**src/rtl/mem_access_ctrl_if.sv**
```systemverilog
// Request/response channel between the control unit (master) and the memory
// access controller (slave): valid/ready request in, valid/ready response beats out.
interface mem_access_ctrl_if #(
  parameter int ADDR_W = 16,
  parameter int DATA_W = 16
);
  logic              req_valid;
  logic              req_ready;
  logic              req_write;
  logic [ADDR_W-1:0] req_addr;
  logic [DATA_W-1:0] req_wdata;
  logic [1:0]        req_len;

  logic              rsp_valid;
  logic              rsp_ready;
  logic [DATA_W-1:0] rsp_rdata;
  logic              rsp_last;
  logic              rsp_err;

  modport master (
    output req_valid, req_write, req_addr, req_wdata, req_len, rsp_ready,
    input  req_ready, rsp_valid, rsp_rdata, rsp_last, rsp_err
  );

  modport slave (
    input  req_valid, req_write, req_addr, req_wdata, req_len, rsp_ready,
    output req_ready, rsp_valid, rsp_rdata, rsp_last, rsp_err
  );
endinterface

```
**src/rtl/mem_access_ctrl.sv**
```systemverilog
// Bus master for MainMemory: accepts single-word writes and 1-4 word read bursts,
// hides the memory's registered read latency and returns one response beat per word.
module mem_access_ctrl #(
  parameter int ADDR_W     = 16,
  parameter int DATA_W     = 16,
  parameter int MEM_DEPTH  = 16384,
  parameter int RD_LATENCY = 1
) (
  input  logic              clk,
  input  logic              reset,
  mem_access_ctrl_if.slave  bus,
  output logic [ADDR_W-1:0] mem_addr,
  output logic [DATA_W-1:0] mem_data_in,
  output logic              mem_write_enable,
  input  logic [DATA_W-1:0] mem_data_out,
  output logic              busy
);

  localparam int                LAT_W     = (RD_LATENCY > 1) ? $clog2(RD_LATENCY) : 1;
  localparam logic [ADDR_W:0]   DEPTH_EXT = (ADDR_W+1)'(MEM_DEPTH);
  localparam logic [ADDR_W-1:0] LAST_ADDR = ADDR_W'(MEM_DEPTH - 1);

  typedef enum logic [2:0] {IDLE, RD_ADDR, RD_WAIT, WR, RSP} state_t;

  state_t            state, state_next;
  logic [ADDR_W-1:0] mar;
  logic [DATA_W-1:0] mbr;
  logic [1:0]        beats;
  logic [LAT_W-1:0]  wait_cnt;
  logic [DATA_W-1:0] rdata_q;
  logic              last_q;
  logic              err_q;

  logic accept;
  logic addr_oob;
  logic wait_done;

  assign bus.req_ready = (state == IDLE) & reset;
  assign accept        = bus.req_valid & bus.req_ready;
  // Compare one bit wider so a depth equal to 2**ADDR_W does not wrap to zero.
  assign addr_oob      = {1'b0, bus.req_addr} >= DEPTH_EXT;
  assign wait_done     = (wait_cnt == '0);

  // NOTE: sequential state uses non-blocking assignments so every register samples pre-edge values.
  always_ff @(posedge clk) begin
    if (!reset) state <= IDLE;
    else        state <= state_next;
  end

  // NOTE: state_next gets its default before the case, so no path can infer a latch.
  always_comb begin
    state_next = state;
    unique case (state)
      IDLE: begin
        if (accept) begin
          if (addr_oob)           state_next = RSP;
          else if (bus.req_write) state_next = WR;
          else                    state_next = RD_ADDR;
        end
      end
      RD_ADDR: state_next = RD_WAIT;
      RD_WAIT: if (wait_done) state_next = RSP;
      WR:      state_next = RSP;
      RSP: begin
        if (bus.rsp_ready) state_next = last_q ? IDLE : RD_ADDR;
      end
      default: state_next = IDLE;
    endcase
  end

  // NOTE: the datapath is reset as well because MAR/MBR and the response fields are visible on ports.
  always_ff @(posedge clk) begin
    if (!reset) begin
      mar      <= '0;
      mbr      <= '0;
      beats    <= '0;
      wait_cnt <= '0;
      rdata_q  <= '0;
      last_q   <= 1'b0;
      err_q    <= 1'b0;
    end else begin
      unique case (state)
        IDLE: begin
          if (accept) begin
            mar   <= bus.req_addr;
            mbr   <= bus.req_wdata;
            beats <= bus.req_write ? 2'd0 : bus.req_len;
            if (addr_oob) begin
              rdata_q <= '0;
              last_q  <= 1'b1;
              err_q   <= 1'b1;
            end
          end
        end
        RD_ADDR: wait_cnt <= LAT_W'(RD_LATENCY - 1);
        RD_WAIT: begin
          if (wait_done) begin
            rdata_q <= mem_data_out;
            last_q  <= (beats == 2'd0);
            err_q   <= 1'b0;
          end else begin
            wait_cnt <= wait_cnt - LAT_W'(1);
          end
        end
        WR: begin
          rdata_q <= '0;
          last_q  <= 1'b1;
          err_q   <= 1'b0;
        end
        RSP: begin
          // Bursts wrap at the top of the implemented memory without flagging an error.
          if (bus.rsp_ready && !last_q) begin
            mar   <= (mar == LAST_ADDR) ? '0 : mar + ADDR_W'(1);
            beats <= beats - 2'd1;
          end
        end
        default: ;
      endcase
    end
  end

  assign mem_addr         = mar;
  assign mem_data_in      = mbr;
  assign mem_write_enable = (state == WR);
  assign busy             = (state != IDLE);

  assign bus.rsp_valid = (state == RSP);
  assign bus.rsp_rdata = rdata_q;
  assign bus.rsp_last  = last_q;
  assign bus.rsp_err   = err_q;

endmodule

```
**src/flat_wrapper.sv**
```systemverilog
// flat-port wrapper written by rule: the top's interface ports become plain ports
module mem_access_ctrl_flat 
#(
  parameter int ADDR_W     = 16,
  parameter int DATA_W     = 16,
  parameter int MEM_DEPTH  = 16384,
  parameter int RD_LATENCY = 1
)
  (clk, reset, mem_addr, mem_data_in, mem_write_enable, mem_data_out, busy, bus_req_valid, bus_req_write, bus_req_addr, bus_req_wdata, bus_req_len, bus_rsp_ready, bus_req_ready, bus_rsp_valid, bus_rsp_rdata, bus_rsp_last, bus_rsp_err);
  mem_access_ctrl_if #(.ADDR_W(ADDR_W), .DATA_W(DATA_W)) bus_i ();
  input  logic clk;
  input  logic reset;
  output logic [ADDR_W-1:0] mem_addr;
  output logic [DATA_W-1:0] mem_data_in;
  output logic mem_write_enable;
  input  logic [DATA_W-1:0] mem_data_out;
  output logic busy;
  input wire logic [$bits(bus_i.req_valid)-1:0] bus_req_valid;
  input wire logic [$bits(bus_i.req_write)-1:0] bus_req_write;
  input wire logic [$bits(bus_i.req_addr)-1:0] bus_req_addr;
  input wire logic [$bits(bus_i.req_wdata)-1:0] bus_req_wdata;
  input wire logic [$bits(bus_i.req_len)-1:0] bus_req_len;
  input wire logic [$bits(bus_i.rsp_ready)-1:0] bus_rsp_ready;
  output wire logic [$bits(bus_i.req_ready)-1:0] bus_req_ready;
  output wire logic [$bits(bus_i.rsp_valid)-1:0] bus_rsp_valid;
  output wire logic [$bits(bus_i.rsp_rdata)-1:0] bus_rsp_rdata;
  output wire logic [$bits(bus_i.rsp_last)-1:0] bus_rsp_last;
  output wire logic [$bits(bus_i.rsp_err)-1:0] bus_rsp_err;
  assign bus_i.req_valid = bus_req_valid;
  assign bus_i.req_write = bus_req_write;
  assign bus_i.req_addr = bus_req_addr;
  assign bus_i.req_wdata = bus_req_wdata;
  assign bus_i.req_len = bus_req_len;
  assign bus_i.rsp_ready = bus_rsp_ready;
  assign bus_req_ready = bus_i.req_ready;
  assign bus_rsp_valid = bus_i.rsp_valid;
  assign bus_rsp_rdata = bus_i.rsp_rdata;
  assign bus_rsp_last = bus_i.rsp_last;
  assign bus_rsp_err = bus_i.rsp_err;
  mem_access_ctrl #(.ADDR_W(ADDR_W), .DATA_W(DATA_W), .MEM_DEPTH(MEM_DEPTH), .RD_LATENCY(RD_LATENCY)) u_core (.clk(clk), .reset(reset), .bus(bus_i), .mem_addr(mem_addr), .mem_data_in(mem_data_in), .mem_write_enable(mem_write_enable), .mem_data_out(mem_data_out), .busy(busy));
endmodule
```
**config.mk**
```make
export PLATFORM = sky130hd
export DESIGN_NAME = mem_access_ctrl_flat
export DESIGN_NICKNAME = d
export VERILOG_FILES = /design/src/rtl/mem_access_ctrl_if.sv /design/src/rtl/mem_access_ctrl.sv /design/src/flat_wrapper.sv
export SDC_FILE = /design/constraint.sdc
export NUM_CORES = 1
export LEC_CHECK = 0
export BUFFER_PORTS_ARGS = -buffer_cell sky130_fd_sc_hd__buf_2
export CAP_MARGIN = 20
export CORE_MARGIN = 5
export CORE_UTILIZATION = 48
export CTS_BUF_LIST = sky130_fd_sc_hd__clkbuf_8
export CTS_CLUSTER_DIAMETER = 120
export CTS_CLUSTER_SIZE = 20
export DETAILED_ROUTE_END_ITERATION = 12
export GPL_TIMING_DRIVEN = 1
export MAX_ROUTING_LAYER = met4
export PLACE_DENSITY = 0.84
export SLEW_MARGIN = 15
export SYNTH_ARGS = -nofsm -noshare
export SYNTH_HDL_FRONTEND = slang
export SYNTH_SLANG_ARGS = --single-unit
```
**constraint.sdc**
```tcl
create_clock -name clk -period 2.34 [get_ports clk]
set_input_delay 0.117 -clock clk [delete_from_list [all_inputs] [get_ports clk]]
set_output_delay 0.117 -clock clk [all_outputs]
set_load 0.02 [all_outputs]
```
==> results of run 1 <==
-- kinds of logic after synthesis --
kind of cell	share of synthesized area (%)
adders and majority gates	1.03
DFF	45.4
buffers and inverters	4.74
AOI/OAI and AO/OA	27.6
muxes	0.825
and+or+nand+nor	20.4
-- power groups by stage --
stage,Sequential (mW),Combinational [mW],Clock (mW)
CTS,1.07,0.480,0.556
global placement,1.09,0.457,0
global route,1.08,0.527,0.593
floorplan,1.16,0.219,0
detailed placement,1.09,0.465,0
finish,1.07,0.479,0.536
-- through the flow --
step	instance area (µm²)	instances	utilization (%)
2_1_floorplan	2430	286	-
3_3_place_gp	3040	452	63.1
3_5_place_dp	3040	452	63.1
4_1_cts	3230	470	67.1
5_1_grt	3230	470	67.1
6_report	3230	470	67.1
-- tightest hold or removal path, delay by kind of cell --
family / cells / cell delay (ns)
buffers and inverters: 1 / 0.07
AO/OA/AOI/OAI: 1 / 0.06
AND/OR/NAND/NOR: 1 / 0.03
-- worst paths after layout --
check	startpoint	endpoint	cells after the start
worst max-delay path	u_core.state[2]$_SDFFE_PN0P_	u_core.mem_addr[15]$_SDFFE_PN0P_	6
worst max register to register	u_core.state[2]$_SDFFE_PN0P_	u_core.mem_addr[15]$_SDFFE_PN0P_	6
worst min register to register	u_core.mem_data_in[2]$_SDFFE_PN0P_	u_core.mem_data_in[2]$_SDFFE_PN0P_	2
worst min-delay path	bus_req_wdata[1]	u_core.mem_data_in[1]$_SDFFE_PN0P_	3
-- flip-flops by register name, summed over array words and instances, names as in the netlist --
signal and cells:
u_core.bus.rsp_rdata 16, u_core.mem_addr 16, u_core.mem_data_in 16, u_core.state 3
u_core.beats 2, u_core.bus.rsp_err 1, u_core.bus.rsp_last 1
-- layout make-up --
class	instances	area (µm²)	share of cell area (%)
Sequential cell	55	1100	34.1
Inverter	8	30.0	0.930
Clock inverter	3	22.5	0.697
Multi-Input combinational cell	205	1220	37.6
Timing Repair Buffer	127	708	21.9
Clock buffer	5	68.8	2.13
Tap cell	67	83.8	2.59
-- per-layer routing --
metal	routed length (µm)	global-route usage, %
met5	0	-
met1	3010	27.9
met2	3480	37.0
met4	123	7.94
met3	462	4.32
-- repair_timing --
item | 4_1_cts | 5_1_grt
hold endpoints to repair | 10 | 0
hold buffers | 10 | 0
setup endpoints to repair | 0 | 0
-- placed cells by master (no fill, tap or decap), drive strengths merged, types with 3 or more instances in the layout --
| cell type | netlist | layout |
|---|---|---|
| buf | 9 | 117 |
| dfxtp | 55 | 55 |
| nand2 | 51 | 51 |
| o21ai | 25 | 25 |
| nor2 | 18 | 18 |
| a21oi | 18 | 18 |
| a22o | 16 | 16 |
| nand3 | 11 | 11 |
| dlygate4sd3 | 0 | 10 |
| inv | 8 | 10 |
| nor3 | 5 | 5 |
| clkbuf | 9 | 5 |
| a32o | 4 | 4 |
| and3 | 4 | 4 |
| o31ai | 4 | 4 |
| nor4 | 4 | 4 |
| o21a | 3 | 3 |
| a22oi | 3 | 3 |
| a31oi | 3 | 3 |
| nand4 | 3 | 3 |
| o221a | 3 | 3 |
==> impl_metrics.json, run 1 <==
{
  "post-route-period-util_pct": 88.5,
  "power.density_mw_per_mm2": 647,
  "ant_nets": 0,
  "final-setup-viol-count": 0,
  "max_freq_mhz": 483,
  "synthCells": 286,
  "synth_area_mm2": 0.00243,
  "drt_wl_total_um": 7080,
  "die_w_um": 81.1,
  "power_frac_clock_pct": 25.7,
  "setup_tns_ns": 0,
  "maxCapViolations": 0,
  "whs_ns": 0.00542,
  "clk_latency_ns": 0.31,
  "wire_per_inst_um": 15.1,
  "clk_pin_slew_ns": 0.10,
  "post_cts_buffers": 0,
  "synthTopCellsByArea": "dfxtp_1 45%, nand2_1 7.9%, a22o_1 5.8%",
  "synth_edf_count": 0,
  "syn_area_per_cell_um2": 8.48,
  "p_leak_nw": 1.48,
  "synth.distinct_cells": 48,
  "ys_seq_area_share_pct": 45.4,
  "port_buffers": 108,
  "place_hpwl_um": 5130,
  "clock_skew_ns": 0.00939,
  "clk_path_buf_depth": 2,
  "core-area_mm2": 0.00482,
  "dr.pass1.iters": 4,
  "combPwrFrac_pct": 22.9,
  "clock_sinks": 55,
  "async_reset_ff_share_pct": 0,
  "num_rows": 25,
  "cpMaxStageDelayCell": "dfxtp_1",
  "rsz0062_at_grt": "no",
  "ctsResizeCount": 0,
  "grt_pass1_vias": 2433,
  "netlist_top_cells_count": "55 x dfxtp_1, 51 x nand2_1, 25 x o21ai_0",
  "synth_top_area_share_pct": 45.4,
  "overflow": 0,
  "ys.flop_type": "dfxtp_1",
  "timing.final.ws_setup_ns": 0.270,
  "synth_nets": 343,
  "die_h_um": 81.1,
  "critical_path.top_delay_family": "simple AND/OR/NAND/NOR gates",
  "critPathLaunchType": "flop",
  "routabilityCongestion": 0.921,
  "grt_max_degree": 38,
  "finalHoldViolations": 0,
  "num_vias": 2587,
  "grt_first_pass_wirelength_um": 11400,
  "cts_made_buffers": 5,
  "min_period_ns": 2.07,
  "power_mw": 2.09,
  "cpPeakStageDelay_ns": 0.50,
  "yosysWarningCount": 0,
  "hp-class": "in2reg",
  "vias_per_cell": 5.50,
  "ys_ff_latch": 55,
  "synth_top_area_cell": "dfxtp_1",
  "initial_core_util_pct": 50.4,
  "n_antenna_cell": 0,
  "cts_tree": "built",
  "pre_cts_slack_ns": 0.326,
  "path_max_fanout": 11,
  "route.detailed.drc": 0,
  "path_cells": "or3b_1, inv_2, a32o_1, and4_1, o21ai_0, a21oi_1",
  "slew_headroom_pct": 60.4,
  "r2r_slack_ns": 0.27,
  "p_sw_share_pct": 32.2,
  "worstPathRequired_ns": 2.58,
  "p_sw_mw": 0.672,
  "path_class": "reg2reg",
  "htree_levels": 2,
  "end_kind": "flop",
  "peakVddDrop_uv": 384,
  "nNetsFinal": 459,
  "tightest_slew_ns": 0.594,
  "cp_num_buf_inv": 1,
  "yosysMostFrequentCell": "dfxtp_1",
  "design.die.area_mm2": 0.00658,
  "seqPwrFrac_pct": 51.4,
  "outcome": "completed",
  "drive_gt1_share_pct": 33.3,
  "antenna_found_initial": 0,
  "area_delta_synth_final_pct": 33.2,
  "first_iter_violations": 200,
  "internal_power_mw": 1.42,
  "fill_cells": 429,
  "critPathArrivalTime_ns": 2.31,
  "finalMaxSlewViolations": 0,
  "cts-root-buf": "clkbuf_8",
  "pin_count": 109,
  "grt_usage_pct": 22.6
}
Note: power is estimated with default switching activity, not from simulation.
==> inputs of run 2 (changes only) <==
--- a/config.mk
+++ b/config.mk
@@ -6,14 +6,15 @@
 export NUM_CORES = 1
 export LEC_CHECK = 0
 export BUFFER_PORTS_ARGS = -buffer_cell sky130_fd_sc_hd__buf_2
-export CAP_MARGIN = 20
+export CAP_MARGIN = 40
+export CORE_ASPECT_RATIO = 0.8
 export CORE_MARGIN = 5
 export CORE_UTILIZATION = 48
 export CTS_BUF_LIST = sky130_fd_sc_hd__clkbuf_8
 export CTS_CLUSTER_DIAMETER = 120
 export CTS_CLUSTER_SIZE = 20
 export DETAILED_ROUTE_END_ITERATION = 12
-export GPL_TIMING_DRIVEN = 1
+export GPL_TIMING_DRIVEN = 0
 export MAX_ROUTING_LAYER = met4
 export PLACE_DENSITY = 0.84
 export SLEW_MARGIN = 15
==> run 2 against run 1 <==
Compared with the run above:
- power is 2.9% higher
- clock power rose by 13%
- maximum frequency down 4.2%
- die area rose by 0.13%
- worst hold slack got worse by 0.0030 ns
- largest power group unchanged
- clock skew is essentially flat
==> impl_metrics.json, run 2 (synthesis results as in run 1) <==
{
  "reg2reg_depth": 6,
  "grt_pass1_vias": 2329,
  "nNetsFinal": 459,
  "pin_count": 109,
  "num_rows": 23,
  "ctsHoldBuffers": 0,
  "clk_latency_ns": 0.30,
  "power_mw": 2.15,
  "cts-root-buf": "clkbuf_8",
  "clock_skew_ns": 0.00967,
  "port_buffers": 108,
  "final_util_pct": 63.7,
  "mostFrequentLayoutCells": "117 x buf_2, 55 x dfxtp_1, 51 x nand2_1",
  "path_max_fanout": 7,
  "ctsResizeCount": 0,
  "post-route-period-util_pct": 92.4,
  "crit_start": "u_core.mem_addr[0]$_SDFFE_PN0P_",
  "worst-path-stages": 6,
  "power.density_mw_per_mm2": 682,
  "whs_ns": 0.00245,
  "grt_first_pass_wirelength_um": 10900,
  "tightest_slew_ns": 0.679,
  "initial_core_util_pct": 49.0,
  "routabilityCongestion": 0.897,
  "critPathArrivalTime_ns": 2.36,
  "finalMaxSlewViolations": 0,
  "clock_sinks": 55,
  "setup_tns_ns": 0,
  "place_hpwl_um": 5270,
  "drt_wl_total_um": 6990,
  "crit_end": "u_core.mem_addr[1]$_SDFFE_PN0P_",
  "multi_input_area_mm2": 0.00121,
  "grt_usage_pct": 21.5,
  "cts_tree": "built",
  "critical_path.top_delay_family": "compound AO/OA/AOI/OAI gates",
  "slew_headroom_pct": 54.7,
  "num_vias": 2614,
  "maxCapViolations": 0,
  "drive_gt1_share_pct": 32.8,
  "post_cts_buffers": 0,
  "cts_made_buffers": 5,
  "ant_nets": 0,
  "route.detailed.drc": 0,
  "n_antenna_cell": 0,
  "r2r_start": "u_core.mem_addr[0]$_SDFFE_PN0P_",
  "p_leak_nw": 1.46,
  "regArea_mm2": 0.00110,
  "finalHoldViolations": 0,
  "design.die.area_mm2": 0.00659,
  "min_period_ns": 2.16,
  "cpPeakStageDelay_ns": 0.57,
  "rsz0062_at_grt": "no",
  "antenna_found_initial": 0,
  "vias_per_cell": 5.63,
  "timing.final.ws_setup_ns": 0.178,
  "area_delta_synth_final_pct": 29.9,
  "layout.cells.non_filler": 464,
  "end_kind": "flop",
  "max_freq_mhz": 463,
  "fill_cells": 437,
  "reg2reg_to": "u_core.mem_addr[1]$_SDFFE_PN0P_",
  "dr.pass1.iters": 5,
  "overflow": 0,
  "wire_per_inst_um": 15.1,
  "first_iter_violations": 179,
  "hp-class": "in2reg",
  "dp_cells": 457,
  "place_area_mm2": 0.00305,
  "clk_pin_slew_ns": 0.10,
  "htree_levels": 2,
  "final_common_cell": "buf_2",
  "critPathLaunchType": "flop",
  "path_cells": "ha_1, inv_1, nor4_2, a21oi_1, a221oi_1, nor2_1",
  "die_h_um": 73.6,
  "final_cell_area_mm2": 0.00315,
  "outcome": "completed",
  "die_w_um": 89.5,
  "pre_cts_slack_ns": 0.253,
  "cpMaxStageDelayCell": "nor4_2",
  "path_class": "reg2reg",
  "core-area_mm2": 0.00495,
  "clk_path_buf_depth": 2,
  "final-setup-viol-count": 0,
  "worstPathRequired_ns": 2.54,
  "r2r_slack_ns": 0.18,
  "grt_max_degree": 16,
  "cp_num_buf_inv": 1,
  "peakVddDrop_uv": 527
}
-- run 2: cell types whose count changed in the layout (fill, tap and decap cells not counted), moves of 2 or more --
cell,previous run,this run
dlygate4sd3_1,10,0
buf_2,108,117
buf_4,9,0
clkbuf_1,0,9
inv_6,2,0
-- run 2: worst min path at each step --
stage | from | end | slack [ns] | cells past startpoint
3_5_place_dp | bus_req_wdata[12] | u_core.mem_data_in[12]$_SDFFE_PN0P_ | 0.32 | 3
6_report | bus_req_wdata[4] | u_core.mem_data_in[4]$_SDFFE_PN0P_ | 0.002 | 3
4_1_cts | bus_req_wdata[12] | u_core.mem_data_in[12]$_SDFFE_PN0P_ | 0.005 | 3
2_1_floorplan | bus_req_wdata[0] | u_core.mem_data_in[0]$_SDFFE_PN0P_ | 0.23 | 2
5_1_grt | bus_req_wdata[4] | u_core.mem_data_in[4]$_SDFFE_PN0P_ | 0.02 | 3
3_3_place_gp | bus_req_wdata[4] | u_core.mem_data_in[4]$_SDFFE_PN0P_ | 0.31 | 3
-- run 2: cell type report --
| class | count | area share [%] |
|---|---|---|
| multi-input combinational | 205 | 38.4 |
| sequential | 55 | 34.9 |
| timing repair buffer | 109 | 17.3 |
| buffer | 18 | 2.70 |
| tap | 62 | 2.46 |
| clock buffer | 5 | 2.18 |
| clock inverter | 2 | 1.07 |
| inverter | 8 | 0.953 |
-- run 2: power by group --
part	switching (mW)	total, mW	internal [mW]
Clock	0.298	0.608	0.310
Sequential	0.0627	1.07	1.01
Combinational	0.292	0.473	0.180
-- run 2: per-layer routing --
layer  track usage [%]  up-vias  share of wire [%]
met1              30.3     1201                 46
met4              6.45        0                1.1
met2              31.2      120                 44
met5                 -        -                  0
met3              4.26        9                8.6
li1                  -     1284                  -
-- run 2: worst reg2reg max path, stage by stage (launching register included) --
cell	delay, ns
dfxtp_1	0.42
ha_1	0.21
inv_1	0.10
nor4_2	0.57
a21oi_1	0.36
a221oi_1	0.32
nor2_1	0.08
==> inputs of run 3 (changes only) <==
--- a/config.mk
+++ b/config.mk
@@ -5,18 +5,19 @@
 export SDC_FILE = /design/constraint.sdc
 export NUM_CORES = 1
 export LEC_CHECK = 0
+export ABC_AREA = 1
 export BUFFER_PORTS_ARGS = -buffer_cell sky130_fd_sc_hd__buf_2
 export CAP_MARGIN = 40
 export CORE_ASPECT_RATIO = 0.8
 export CORE_MARGIN = 5
-export CORE_UTILIZATION = 48
+export CORE_UTILIZATION = 49
 export CTS_BUF_LIST = sky130_fd_sc_hd__clkbuf_8
 export CTS_CLUSTER_DIAMETER = 120
 export CTS_CLUSTER_SIZE = 20
 export DETAILED_ROUTE_END_ITERATION = 12
 export GPL_TIMING_DRIVEN = 0
 export MAX_ROUTING_LAYER = met4
-export PLACE_DENSITY = 0.84
+export PLACE_DENSITY = 0.85
 export SLEW_MARGIN = 15
 export SYNTH_ARGS = -nofsm -noshare
 export SYNTH_HDL_FRONTEND = slang
==> run 3 against run 2 <==
Compared with the run above:
- cell area is 7.4% higher
- wire length increased by 4.8%
- synthesized cell count rose by 35%
- critical endpoint is now u_core.mem_addr[13]$_SDFFE_PN0P_
- maximum frequency is 26% higher
==> impl_metrics.json, run 3 <==
{
  "htree_levels": 2,
  "final-setup-viol-count": 0,
  "yosysMostFrequentCell": "nand2_1",
  "mostFrequentLayoutCells": "117 x nand2_1, 112 x buf_2, 55 x dfxtp_1",
  "netlist_top_cells_count": "117 x nand2_1, 55 x dfxtp_1, 48 x nor2_1",
  "final_cell_area_mm2": 0.00339,
  "reg2reg_depth": 8,
  "clk_latency_ns": 0.30,
  "wire_per_inst_um": 12.8,
  "routabilityCongestion": 0.955,
  "setup_tns_ns": 0,
  "ys_ff_latch": 55,
  "core-area_mm2": 0.00506,
  "clock_sinks": 55,
  "ys.flop_type": "dfxtp_1",
  "min_period_ns": 1.72,
  "synth_top_area_share_pct": 42.5,
  "slew_headroom_pct": 63.1,
  "ctsResizeCount": 0,
  "r2r_slack_ns": 0.62,
  "path_max_fanout": 9,
  "synth.distinct_cells": 29,
  "r2r_start": "u_core.mem_addr[0]$_SDFFE_PN0P_",
  "post-route-period-util_pct": 73.4,
  "synthCells": 386,
  "synth_area_mm2": 0.00259,
  "nNetsFinal": 565,
  "layout.cells.non_filler": 570,
  "grt_first_pass_wirelength_um": 11500,
  "grt_usage_pct": 21.2,
  "worstPathRequired_ns": 2.54,
  "power.density_mw_per_mm2": 776,
  "finalMaxSlewViolations": 0,
  "route.detailed.drc": 0,
  "synth_edf_count": 0,
  "finalHoldViolations": 0,
  "p_leak_nw": 1.72,
  "synth_nets": 443,
  "maxCapViolations": 0,
  "place_area_mm2": 0.00321,
  "drive_gt1_share_pct": 27.0,
  "synth_top_area_cell": "dfxtp_1",
  "rsz0062_at_grt": "no",
  "path_class": "reg2reg",
  "whs_path_depth": 3,
  "critPathLaunchType": "flop",
  "overflow": 0,
  "grt_max_degree": 17,
  "antenna_found_initial": 0,
  "first_iter_violations": 196,
  "reg2reg_to": "u_core.mem_addr[13]$_SDFFE_PN0P_",
  "pin_count": 109,
  "place_hpwl_um": 5510,
  "min_from": "bus_req_wdata[10]",
  "clock_skew_ns": 0.00546,
  "hold_end": "u_core.mem_data_in[10]$_SDFFE_PN0P_",
  "cts_tree": "built",
  "fill_cells": 451,
  "ant_nets": 0,
  "clk_pin_slew_ns": 0.10,
  "grt_pass1_vias": 2461,
  "num_rows": 23,
  "n_antenna_cell": 0,
  "cts-root-buf": "clkbuf_8",
  "outcome": "completed",
  "drt_wl_total_um": 7320,
  "critPathArrivalTime_ns": 1.92,
  "initial_core_util_pct": 51.2,
  "area_delta_synth_final_pct": 30.7,
  "die_w_um": 91.3,
  "async_reset_ff_share_pct": 0,
  "syn_area_per_cell_um2": 6.71,
  "dp_cells": 556,
  "crit_start": "u_core.mem_addr[0]$_SDFFE_PN0P_",
  "post_cts_buffers": 0,
  "clk_path_buf_depth": 2,
  "hp-class": "in2reg",
  "dr.pass1.iters": 7,
  "vias_per_cell": 4.94,
  "peakVddDrop_uv": 613,
  "design.die.area_mm2": 0.00685,
  "max_freq_mhz": 582,
  "synthTopCellsByArea": "dfxtp_1 42%, nand2_1 17%, a21oi_1 7.0%",
  "ys_seq_area_share_pct": 42.5,
  "final_common_cell": "nand2_1",
  "port_buffers": 108,
  "yosysWarningCount": 0,
  "cts_made_buffers": 5,
  "num_vias": 2813,
  "end_kind": "flop",
  "tightest_slew_ns": 0.554,
  "die_h_um": 75.0
}
[run 3: changes by cell type after synthesis, sizes merged, moves of 16 or more]
| cell | delta |
|---|---|
| a21oi | +18 |
| a22o | -16 |
| nand2 | +71 |
| nor2 | +33 |
| inv | +29 |
| nand3 | +18 |
[run 3: per-stage QoR]
step | total power [mW] | setup slack, ns | hold slack, ns | util (%)
after global placement | 2.00 | 0.706 | 0.313 | 63.4
after detailed placement | 2.02 | 0.685 | 0.316 | 63.4
after global routing | 2.80 | 0.503 | 0.00613 | 66.8
after CTS | 2.65 | 0.667 | 0.00241 | 66.7
after floorplan | 1.73 | 0.824 | 0.228 | -
final | 2.63 | 0.622 | 0.00436 | 66.8
[run 3: cell families (layout without fill, tap and decap cells)]
| logic type | Yosys count | count (layout) | share of synthesized area [%] |
|---|---|---|---|
| simple gates | 208 | 208 | 33.4 |
| fa+ha+maj | 2 | 2 | 0.966 |
| buf+inv | 52 | 174 | 8.45 |
| xor+xnor | 7 | 7 | 2.37 |
| compound gates | 62 | 62 | 12.3 |
| flops | 55 | 55 | 42.5 |
[run 3: how the worst max path moves through the flow]
stage / endpoint / slack, ns / depth (start not counted)
2_1_floorplan: u_core.mem_addr[7]$_SDFFE_PN0P_ / 0.82 / 8
3_3_place_gp: u_core.mem_addr[11]$_SDFFE_PN0P_ / 0.71 / 8
3_5_place_dp: u_core.mem_addr[11]$_SDFFE_PN0P_ / 0.68 / 8
4_1_cts: u_core.mem_addr[11]$_SDFFE_PN0P_ / 0.67 / 8
5_1_grt: u_core.mem_addr[11]$_SDFFE_PN0P_ / 0.50 / 8
6_report: u_core.mem_addr[13]$_SDFFE_PN0P_ / 0.62 / 8
[run 3: what timing repair did]
action	CTS	global route
hold buffers	6	1
setup endpoints to repair	0	0
hold endpoints to repair	6	1
[run 3: critical path, cell delays in order, from the launching register on]
cell	delay, ns
dfxtp_1	0.41
ha_1	0.24
nand2_1	0.07
nor2_1	0.22
nand3_1	0.12
nand2_1	0.10
nand2_1	0.23
nand3_1	0.17
a21oi_1	0.07
[run 3: area by class of cell]
class / count / area, µm² / share of cell area, %
Buffer: 15 / 80.1 / 2.37
Multi-Input combinational cell: 279 / 1270 / 37.5
Tap cell: 62 / 77.6 / 2.29
Clock buffer: 5 / 68.8 / 2.03
Clock inverter: 2 / 37.5 / 1.11
Inverter: 37 / 139 / 4.10
Sequential cell: 55 / 1100 / 32.5
Timing Repair Buffer: 115 / 611 / 18.0
[run 3: layer usage]
metal | GRT usage [%] | vias up | share of wire [%]
li1 | - | 1458 | -
met1 | 26.8 | 1248 | 44
met2 | 35.2 | 101 | 48
met3 | 4.40 | 6 | 7.2
met4 | 5.70 | 0 | 0.98
met5 | - | - | 0
[run 3: power breakdown]
part / switching, mW / internal [mW] / leakage [nW]
sequential: 0.104 / 1.05 / 0.450
clock: 0.303 / 0.313 / 0.0502
combinational: 0.562 / 0.297 / 1.22
total: 0.968 / 1.66 / 1.72
